### config.mk
export PLATFORM = sky130hd
export DESIGN_NAME = mtr_drv_flat
export DESIGN_NICKNAME = d
export VERILOG_FILES = /design/src/rtl/mtr_drv_if.sv /design/src/rtl/mtr_drv.sv /design/src/flat_wrapper.sv
export SDC_FILE = /design/constraint.sdc
export NUM_CORES = 1
export LEC_CHECK = 0
export BUFFER_PORTS_ARGS = -buffer_cell sky130_fd_sc_hd__buf_4
export CORE_ASPECT_RATIO = 1.1
export CORE_MARGIN = 3
export CORE_UTILIZATION = 30
export CTS_CLUSTER_SIZE = 8
export DETAILED_ROUTE_END_ITERATION = 10
export PLACE_DENSITY = 0.58
export SLEW_MARGIN = 20
export SYNTH_ARGS = -nofsm -noshare
export SYNTH_HDL_FRONTEND = slang
export SYNTH_SLANG_ARGS = --single-unit
export TNS_END_PERCENT = 1
### constraint.sdc
create_clock -name clk -period 1.55 [get_ports clk]
set_input_delay 0.155 -clock clk [delete_from_list [all_inputs] [get_ports clk]]
set_output_delay 0.155 -clock clk [all_outputs]
set_load 0.01 [all_outputs]
### src/rtl/mtr_drv_if.sv
// Bus between the balance-control math and the dual H-bridge PWM driver:
// speed commands and enable in, four gate drives and period marker out.
interface mtr_drv_if;
    logic [11:0] lft_spd;
    logic [11:0] rght_spd;
    logic        en;
    logic        lft_fwd;
    logic        lft_rev;
    logic        rght_fwd;
    logic        rght_rev;
    logic        prd_start;

    modport master (
        output lft_spd, rght_spd, en,
        input  lft_fwd, lft_rev, rght_fwd, rght_rev, prd_start
    );

    modport slave (
        input  lft_spd, rght_spd, en,
        output lft_fwd, lft_rev, rght_fwd, rght_rev, prd_start
    );
endinterface

### src/rtl/mtr_drv.sv
// Dual H-bridge PWM generator: 2048-clock edge-aligned period, speed sampled
// once per period, dead interval on the first period after a wheel reverses.
module mtr_drv #(
    parameter int DEAD = 32
) (
    input  logic      clk,
    input  logic      rst_n,
    mtr_drv_if.slave  bus
);

    localparam logic [10:0] DEAD_C = 11'(DEAD);

    logic [10:0] cnt;
    logic        wrap;

    logic [10:0] lft_duty;
    logic        lft_dir;
    logic        lft_chg;
    logic        lft_dir_nxt;
    logic        lft_act;

    logic [10:0] rght_duty;
    logic        rght_dir;
    logic        rght_chg;
    logic        rght_dir_nxt;
    logic        rght_act;

    logic        lft_fwd_q;
    logic        lft_rev_q;
    logic        rght_fwd_q;
    logic        rght_rev_q;
    logic        prd_start_q;

    // 12-bit negation, then clamp so -2048 saturates to full duty.
    function automatic logic [10:0] spd_mag(input logic [11:0] spd);
        logic [11:0] m;
        m = spd[11] ? (~spd + 12'd1) : spd;
        return m[11] ? 11'h7FF : m[10:0];
    endfunction

    assign wrap = (cnt == 11'h7FF);

    // A zero command keeps the previous direction so no dead interval is forced.
    assign lft_dir_nxt  = (bus.lft_spd  != 12'd0) ? bus.lft_spd[11]  : lft_dir;
    assign rght_dir_nxt = (bus.rght_spd != 12'd0) ? bus.rght_spd[11] : rght_dir;

    assign lft_act  = bus.en && (cnt < lft_duty)  && !(lft_chg  && (cnt < DEAD_C));
    assign rght_act = bus.en && (cnt < rght_duty) && !(rght_chg && (cnt < DEAD_C));

    always_ff @(posedge clk or negedge rst_n) begin
        if (!rst_n) begin
            cnt       <= 11'd0;
            lft_duty  <= 11'd0;
            lft_dir   <= 1'b0;
            lft_chg   <= 1'b0;
            rght_duty <= 11'd0;
            rght_dir  <= 1'b0;
            rght_chg  <= 1'b0;
        end else begin
            cnt <= cnt + 11'd1;
            if (wrap) begin
                lft_duty  <= spd_mag(bus.lft_spd);
                lft_dir   <= lft_dir_nxt;
                lft_chg   <= (lft_dir_nxt != lft_dir);
                rght_duty <= spd_mag(bus.rght_spd);
                rght_dir  <= rght_dir_nxt;
                rght_chg  <= (rght_dir_nxt != rght_dir);
            end
        end
    end

    // Registered legs: the level for count k shows one clock after cnt == k.
    always_ff @(posedge clk or negedge rst_n) begin
        if (!rst_n) begin
            lft_fwd_q   <= 1'b0;
            lft_rev_q   <= 1'b0;
            rght_fwd_q  <= 1'b0;
            rght_rev_q  <= 1'b0;
            prd_start_q <= 1'b0;
        end else begin
            lft_fwd_q   <= lft_act  && !lft_dir;
            lft_rev_q   <= lft_act  &&  lft_dir;
            rght_fwd_q  <= rght_act && !rght_dir;
            rght_rev_q  <= rght_act &&  rght_dir;
            prd_start_q <= (cnt == 11'd0);
        end
    end

    assign bus.lft_fwd   = lft_fwd_q;
    assign bus.lft_rev   = lft_rev_q;
    assign bus.rght_fwd  = rght_fwd_q;
    assign bus.rght_rev  = rght_rev_q;
    assign bus.prd_start = prd_start_q;

endmodule

### src/flat_wrapper.sv
// flat-port wrapper written by rule: the top's interface ports become plain ports
module mtr_drv_flat 
#(
    parameter int DEAD = 32
)
  (clk, rst_n, bus_lft_spd, bus_rght_spd, bus_en, bus_lft_fwd, bus_lft_rev, bus_rght_fwd, bus_rght_rev, bus_prd_start);
  mtr_drv_if bus_i ();
  input  logic clk;
  input  logic rst_n;
  input wire logic [$bits(bus_i.lft_spd)-1:0] bus_lft_spd;
  input wire logic [$bits(bus_i.rght_spd)-1:0] bus_rght_spd;
  input wire logic [$bits(bus_i.en)-1:0] bus_en;
  output wire logic [$bits(bus_i.lft_fwd)-1:0] bus_lft_fwd;
  output wire logic [$bits(bus_i.lft_rev)-1:0] bus_lft_rev;
  output wire logic [$bits(bus_i.rght_fwd)-1:0] bus_rght_fwd;
  output wire logic [$bits(bus_i.rght_rev)-1:0] bus_rght_rev;
  output wire logic [$bits(bus_i.prd_start)-1:0] bus_prd_start;
  assign bus_i.lft_spd = bus_lft_spd;
  assign bus_i.rght_spd = bus_rght_spd;
  assign bus_i.en = bus_en;
  assign bus_lft_fwd = bus_i.lft_fwd;
  assign bus_lft_rev = bus_i.lft_rev;
  assign bus_rght_fwd = bus_i.rght_fwd;
  assign bus_rght_rev = bus_i.rght_rev;
  assign bus_prd_start = bus_i.prd_start;
  mtr_drv #(.DEAD(DEAD)) u_core (.clk(clk), .rst_n(rst_n), .bus(bus_i));
endmodule
# ---- Yosys cells after proc, flatten, opt, wreduce, memory -nomap -nowiden
# Cells that the tools add are included.
# W data, S select, Z words.
dict set report word_totals {
  reg_bits 42
  word_cells 46
  inputBits 27
  out_inout_bits 5
}
dict set report op_classes {
  magnitude_cmp 3
  n_reduce_logical 17
  n_eq_ne 3
  mux 6
  addsub 3
  bitwise 2
}
# op count
set op_table {}
lappend op_table {{$add A12 B1 Y12 const B} 2}
lappend op_table {{$mux W12} 2}
lappend op_table {{$not A12 Y12} 2}
lappend op_table {{$reduce_bool A12 Y1} 2}
lappend op_table {{$lt A11 B11 Y1} 2}
lappend op_table {{$mux W11} 2}
lappend op_table {{$add A11 B1 Y11 const B} 1}
lappend op_table {{$eq A11 B11 Y1 const B} 1}
lappend op_table {{$logic_not A11 Y1} 1}
lappend op_table {{$lt A11 B6 Y1 const B} 1}
lappend op_table {{$logic_and A1 B1 Y1} 10}
lappend op_table {{$logic_not A1 Y1} 4}
lappend op_table {{$mux W1} 2}
lappend op_table {{$ne A1 B1 Y1} 2}

# ---- Longest topological paths before layout
dict set report depth {
  word_depth 5
  mapped_depth 8
}

# ---- Least setup slack after synthesis
# OpenSTA, ideal clock, no wires.
dict set report synth_path {
  kind {register -> register}
  startpoint {reg u_core.cnt[9]}
  endpoint {reg u_core.lft_fwd_q (netlist: u_core.bus.lft_fwd)}
  arrival_ns 1.633
  required_ns 1.456
  n_path_buf 0
  setup_time_ns 0.094
  path_slack_ns -0.177
  stages_incl_launch_ff 6
  path_cell_list {dfrtp_1 > ha_1 > a21o_1 > a2111oi_0 > nand2_1 > a211oi_1}
}
dict set report synth_between {
  elab_chain_len 5
  elab_cells_between_ends 7
  cone_classes {order compare: 2; reduce/logical: 5}
}
# item line_no
set synth_lines {}
lappend synth_lines {{start, declared} mtr_drv.sv:13} ;# logic [10:0] cnt;
lappend synth_lines {{start signal, assigned} mtr_drv.sv:60} ;# cnt <= cnt + 11'd1;
lappend synth_lines {{$lt A11 B6 Y1} mtr_drv.sv:47} ;# assign lft_act = bus.en && (cnt < lft_duty) && !(lft_chg && (cnt < DEAD_C));
lappend synth_lines {{$logic_and A1 B1 Y1} mtr_drv.sv:47}
lappend synth_lines {{$logic_not A1 Y1} mtr_drv.sv:47}
lappend synth_lines {{$logic_and A1 B1 Y1 *} mtr_drv.sv:47}
lappend synth_lines {{$logic_and A1 B1 Y1 *} mtr_drv.sv:81} ;# lft_fwd_q <= lft_act && !lft_dir;
lappend synth_lines {{end signal, assigned} mtr_drv.sv:81}
lappend synth_lines {{end, declared} mtr_drv.sv:28} ;# logic lft_fwd_q;
# Every way passes the cells marked *; elsewhere a longest branch is shown, timed or not.
# A chain may end at the register's enable or synchronous reset.

# ---- Final worst setup path
dict set report layout_path {
  startpoint {reg u_core.cnt[0]}
  endpoint {reg u_core.rght_duty[9]}
}
dict set report layout_between {
  elab_chain_len 1
}
# item line_no
set layout_lines {}
lappend layout_lines {{$eq A11 B11 Y1} mtr_drv.sv:41} ;# assign wrap = (cnt == 11'h7FF);
lappend layout_lines {{end signal, assigned} mtr_drv.sv:65} ;# rght_duty <= spd_mag(bus.rght_spd);
lappend layout_lines {{end, declared} mtr_drv.sv:22} ;# logic [10:0] rght_duty;
# Every way passes these cells.

==> impl_results.md <==
- Outcome: finished, violations left
- Failing checks: setup timing
- Worst Path Required: about 1.8 ns
- R2R Path Start: u_core.cnt[0]$_DFF_PN0_
- Area occupied by multi-input gates: between 0.0015 and 0.002 mm²
- GR Overflow Total: 0
- Placed cell count: 445
- Vias in the first global route: roughly 2300
- Final setup vio count: 1
- Layout overhead on the synthesized area: 32.3%
- Root Buffer Master: clkbuf_8
- Minimum hold slack: 0.180 ns
- Final Max Tran Viols: 0
- Post-synth top area share: about two fifths
- H-tree depth: 2
- Cells on worst reg2reg path: 6
- Effective utilization at floorplan: 31.5%
- CP Max Fanout: 11
- Final Hold Viols: 0
- RSZ-0062 raised after global routing: true
- Top Registers: u_core.cnt (11), u_core.lft_duty (11), u_core.rght_duty (11)
- CTS clk-pin slew, worst paths: about 0.080 ns
- Non-Filler Instances: about 460
- Vias per inst: 4.99
- Logic pwr share: 16.2%
- Critical Path Start Type: register
- Final antenna-violating net count: 0
- Die H: 106 µm
- Total power: ~2.2 mW
- Vias post-DR: 2282
- GRT Total Usage: 12.7%
- Nets: ~400
- List of most frequent post-synthesis cells: dfrtp_1, inv_1, ha_1, xnor2_1, nand2_1
- Synth Cell Area: 0.00271 mm²
- Mapped Cells: roughly 280
- Max VDD drop: 0.310 mV
- Register share of total power: approximately half
- WHS Path Cells: 2
- Synth warnings: 0
- DRC: 0
- Crit end category: register
- Sequential share of the synthesized area: 38.8%
- Drt first pass iters: 4
- Area of the die: 0.0102 mm²
- Clock tree sinks: 42
- Final period util: 100%
- Worst slew margin: 40.2%
- Clock power share: 32.7%
- Main area contributors after synthesis: dfrtp_1, ha_1, xnor2_1
- Async set-reset flop share out of synthesis: between 90% and 100%
- Core ar.: 0.00858 mm²
- Net Count, Synth: 330
- Die W: 96.6 µm
- Max-cap check violation count: 0
- CTS tree: built
- P_sw: ~0.58 mW
- Final wirelength: 6.20 mm
- Min Tclk post-route: 1.55 ns
- Worst-margin pin slew: 0.885 ns
- Cell with the most instances after synthesis: dfrtp_1
- Worst-skew pair later-pin latency: around 0.29 ns
- Buffers on Ports: 31
- Pwr/cell area: 621 mW/mm²
- Final Instance Area: 0.00358 mm²
- Routed len/inst: 13.6 µm
- Antenna cells: 0
- Hold crit path type: input pin to register
- CTS Buf Count: 5
- Starting DRT DRC Count: 55
- Fillcell total: 866
- Layout cells sized above 1: 33.2%
- Critical R2R Capture: u_core.rght_duty[9]$_DFFE_PN0N_
- R2R setup slack: -0.002 ns
- Row cnt: 35
- IO Count: 32
- Placed wire-length estimate: between 4 and 5 mm
- First-pass GRT wire length: ~10 mm
- Largest area contributor in the netlist: dfrtp_1
- F_max: 644 MHz
- Post-synth top flop: dfrtp_1
- Lkg Pwr: 1.68 nW
- Setup Crit Path Kind: register to register
- Count of flip-flops with a built-in enable after synthesis: 0
- Cell Area, Placed: 0.00333 mm²
- Hold path start: bus_rght_spd[11]
- Sequential cell area: 0.00106 mm²
- Largest net degree at the start of global routing: 43
- Gp weighted congestion: approximately 0.8
- Yosys cell types: 47
- Syn_area_per_cell: 9.70 µm²
- Initial antenna violation count: 0
- Setup WS post-layout: -0.00235 ns
- Hold path endpoint: u_core.rght_dir$_DFFE_PN0N_
- Sw frac: approximately 26%
- Synth Register Bits: 42
- CTS Buffer Depth: 2
- Clk_skew: 0.00457 ns
- Crit path DAT: 1.76 ns
- Internal power: 1.65 mW
-- area by class of cell --
| cell class | count | area share [%] |
|---|---|---|
| clock inverter | 1 | 0.140 |
| clock buffer | 7 | 2.41 |
| tap | 111 | 3.88 |
| sequential | 42 | 29.5 |
| timing repair buffer | 65 | 13.8 |
| inverter | 29 | 3.04 |
| multi-input combinational | 202 | 47.2 |
-- critical path: stages, from the launching register on --
cell,delay (ns)
dfrtp_1,0.36
ha_2,0.18
and3_4,0.21
nand4_1,0.13
buf_4,0.19
buf_4,0.18
o31ai_4,0.23
-- metal layers --
layer / global-route usage [%] / wire, µm / up-vias
li1: - / - / 1154
met1: 16.6 / 2820 / 1095
met2: 20.6 / 3120 / 24
met3: 2.93 / 169 / 9
met4: 4.01 / 91 / 0
met5: 0 / 0 / -
-- placed cells by master, fill, tap and decap left out, types with 3 or more instances in the layout --
| cell type | n |
|---|---|
| xnor2_1 | 18 |
| nor2_1 | 16 |
| a21oi_1 | 14 |
| o21ai_0 | 3 |
| and4_1 | 3 |
| dfrtp_2 | 5 |
| nor3_1 | 6 |
| buf_4 | 63 |
| nand2b_1 | 4 |
| a22oi_2 | 3 |
| inv_1 | 24 |
| clkbuf_8 | 6 |
| ha_4 | 4 |
| nand2_1 | 17 |
| o31ai_1 | 3 |
| a22oi_1 | 9 |
| nand4_1 | 8 |
| inv_2 | 5 |
| xor2_1 | 4 |
| ha_1 | 19 |
| and4_4 | 3 |
| a21o_1 | 4 |
| a31oi_1 | 11 |
| dfrtp_1 | 37 |
| nand3_1 | 9 |
-- kinds of logic after synthesis --
logic type               after synthesis  synth area share, %
flip-flops                            42                 38.8
XOR/XNOR                              22                 7.12
AND/OR/NAND/NOR                       85                 18.2
adder cells (fa/ha/maj)               24                 11.1
buffers and inverters                 36                 5.36
multiplexers                           3                 1.16
AO/OA/AOI/OAI                         67                 18.3
-- metrics by stage --
step	setup WS, ns	util, %	setup TNS [ns]
6_report	-0.00235	41.7	-0.00235
4_1_cts	-0.0182	41.2	-0.0675
2_1_floorplan	-0.0716	-	-0.588
3_3_place_gp	-0.0997	38.8	-1.23
5_1_grt	-0.103	41.7	-1.31
3_5_place_dp	-0.166	38.8	-1.90
-- how the worst max path moves through the flow --
stage / cells past startpoint / from / endpoint
CTS: 5 / u_core.cnt[0]$_DFF_PN0_ / u_core.lft_chg$_DFFE_PN0N_
global placement: 5 / u_core.cnt[9]$_DFF_PN0_ / u_core.bus.lft_fwd$_DFF_PN0_
floorplan: 7 / u_core.cnt[1]$_DFF_PN0_ / u_core.rght_dir$_DFFE_PN0N_
detailed placement: 5 / u_core.cnt[9]$_DFF_PN0_ / u_core.bus.lft_fwd$_DFF_PN0_
global route: 6 / u_core.cnt[1]$_DFF_PN0_ / u_core.rght_duty[9]$_DFFE_PN0N_
finish: 6 / u_core.cnt[0]$_DFF_PN0_ / u_core.rght_duty[9]$_DFFE_PN0N_
-- what timing repair did --
item / in CTS / in global routing
endpoints found under the hold margin: 42 / 0
endpoints found under the setup margin: 26 / 26
hold buffers: 1 / 0
resized for setup: 22 / 8
buffers inserted: 3 / 0
cloned: 0 / 1
pin swaps: 13 / 3
-- power by group through the flow --
| stage | clock network (mW) | registers [mW] | logic (mW) |
|---|---|---|---|
| finish | 0.726 | 1.14 | 0.359 |
| detailed placement | 0 | 1.16 | 0.346 |
| global placement | 0 | 1.16 | 0.340 |
| floorplan | 0 | 1.16 | 0.176 |
| CTS | 0.748 | 1.14 | 0.357 |
| global route | 0.806 | 1.14 | 0.404 |
Power figures use the tool's default switching activity.
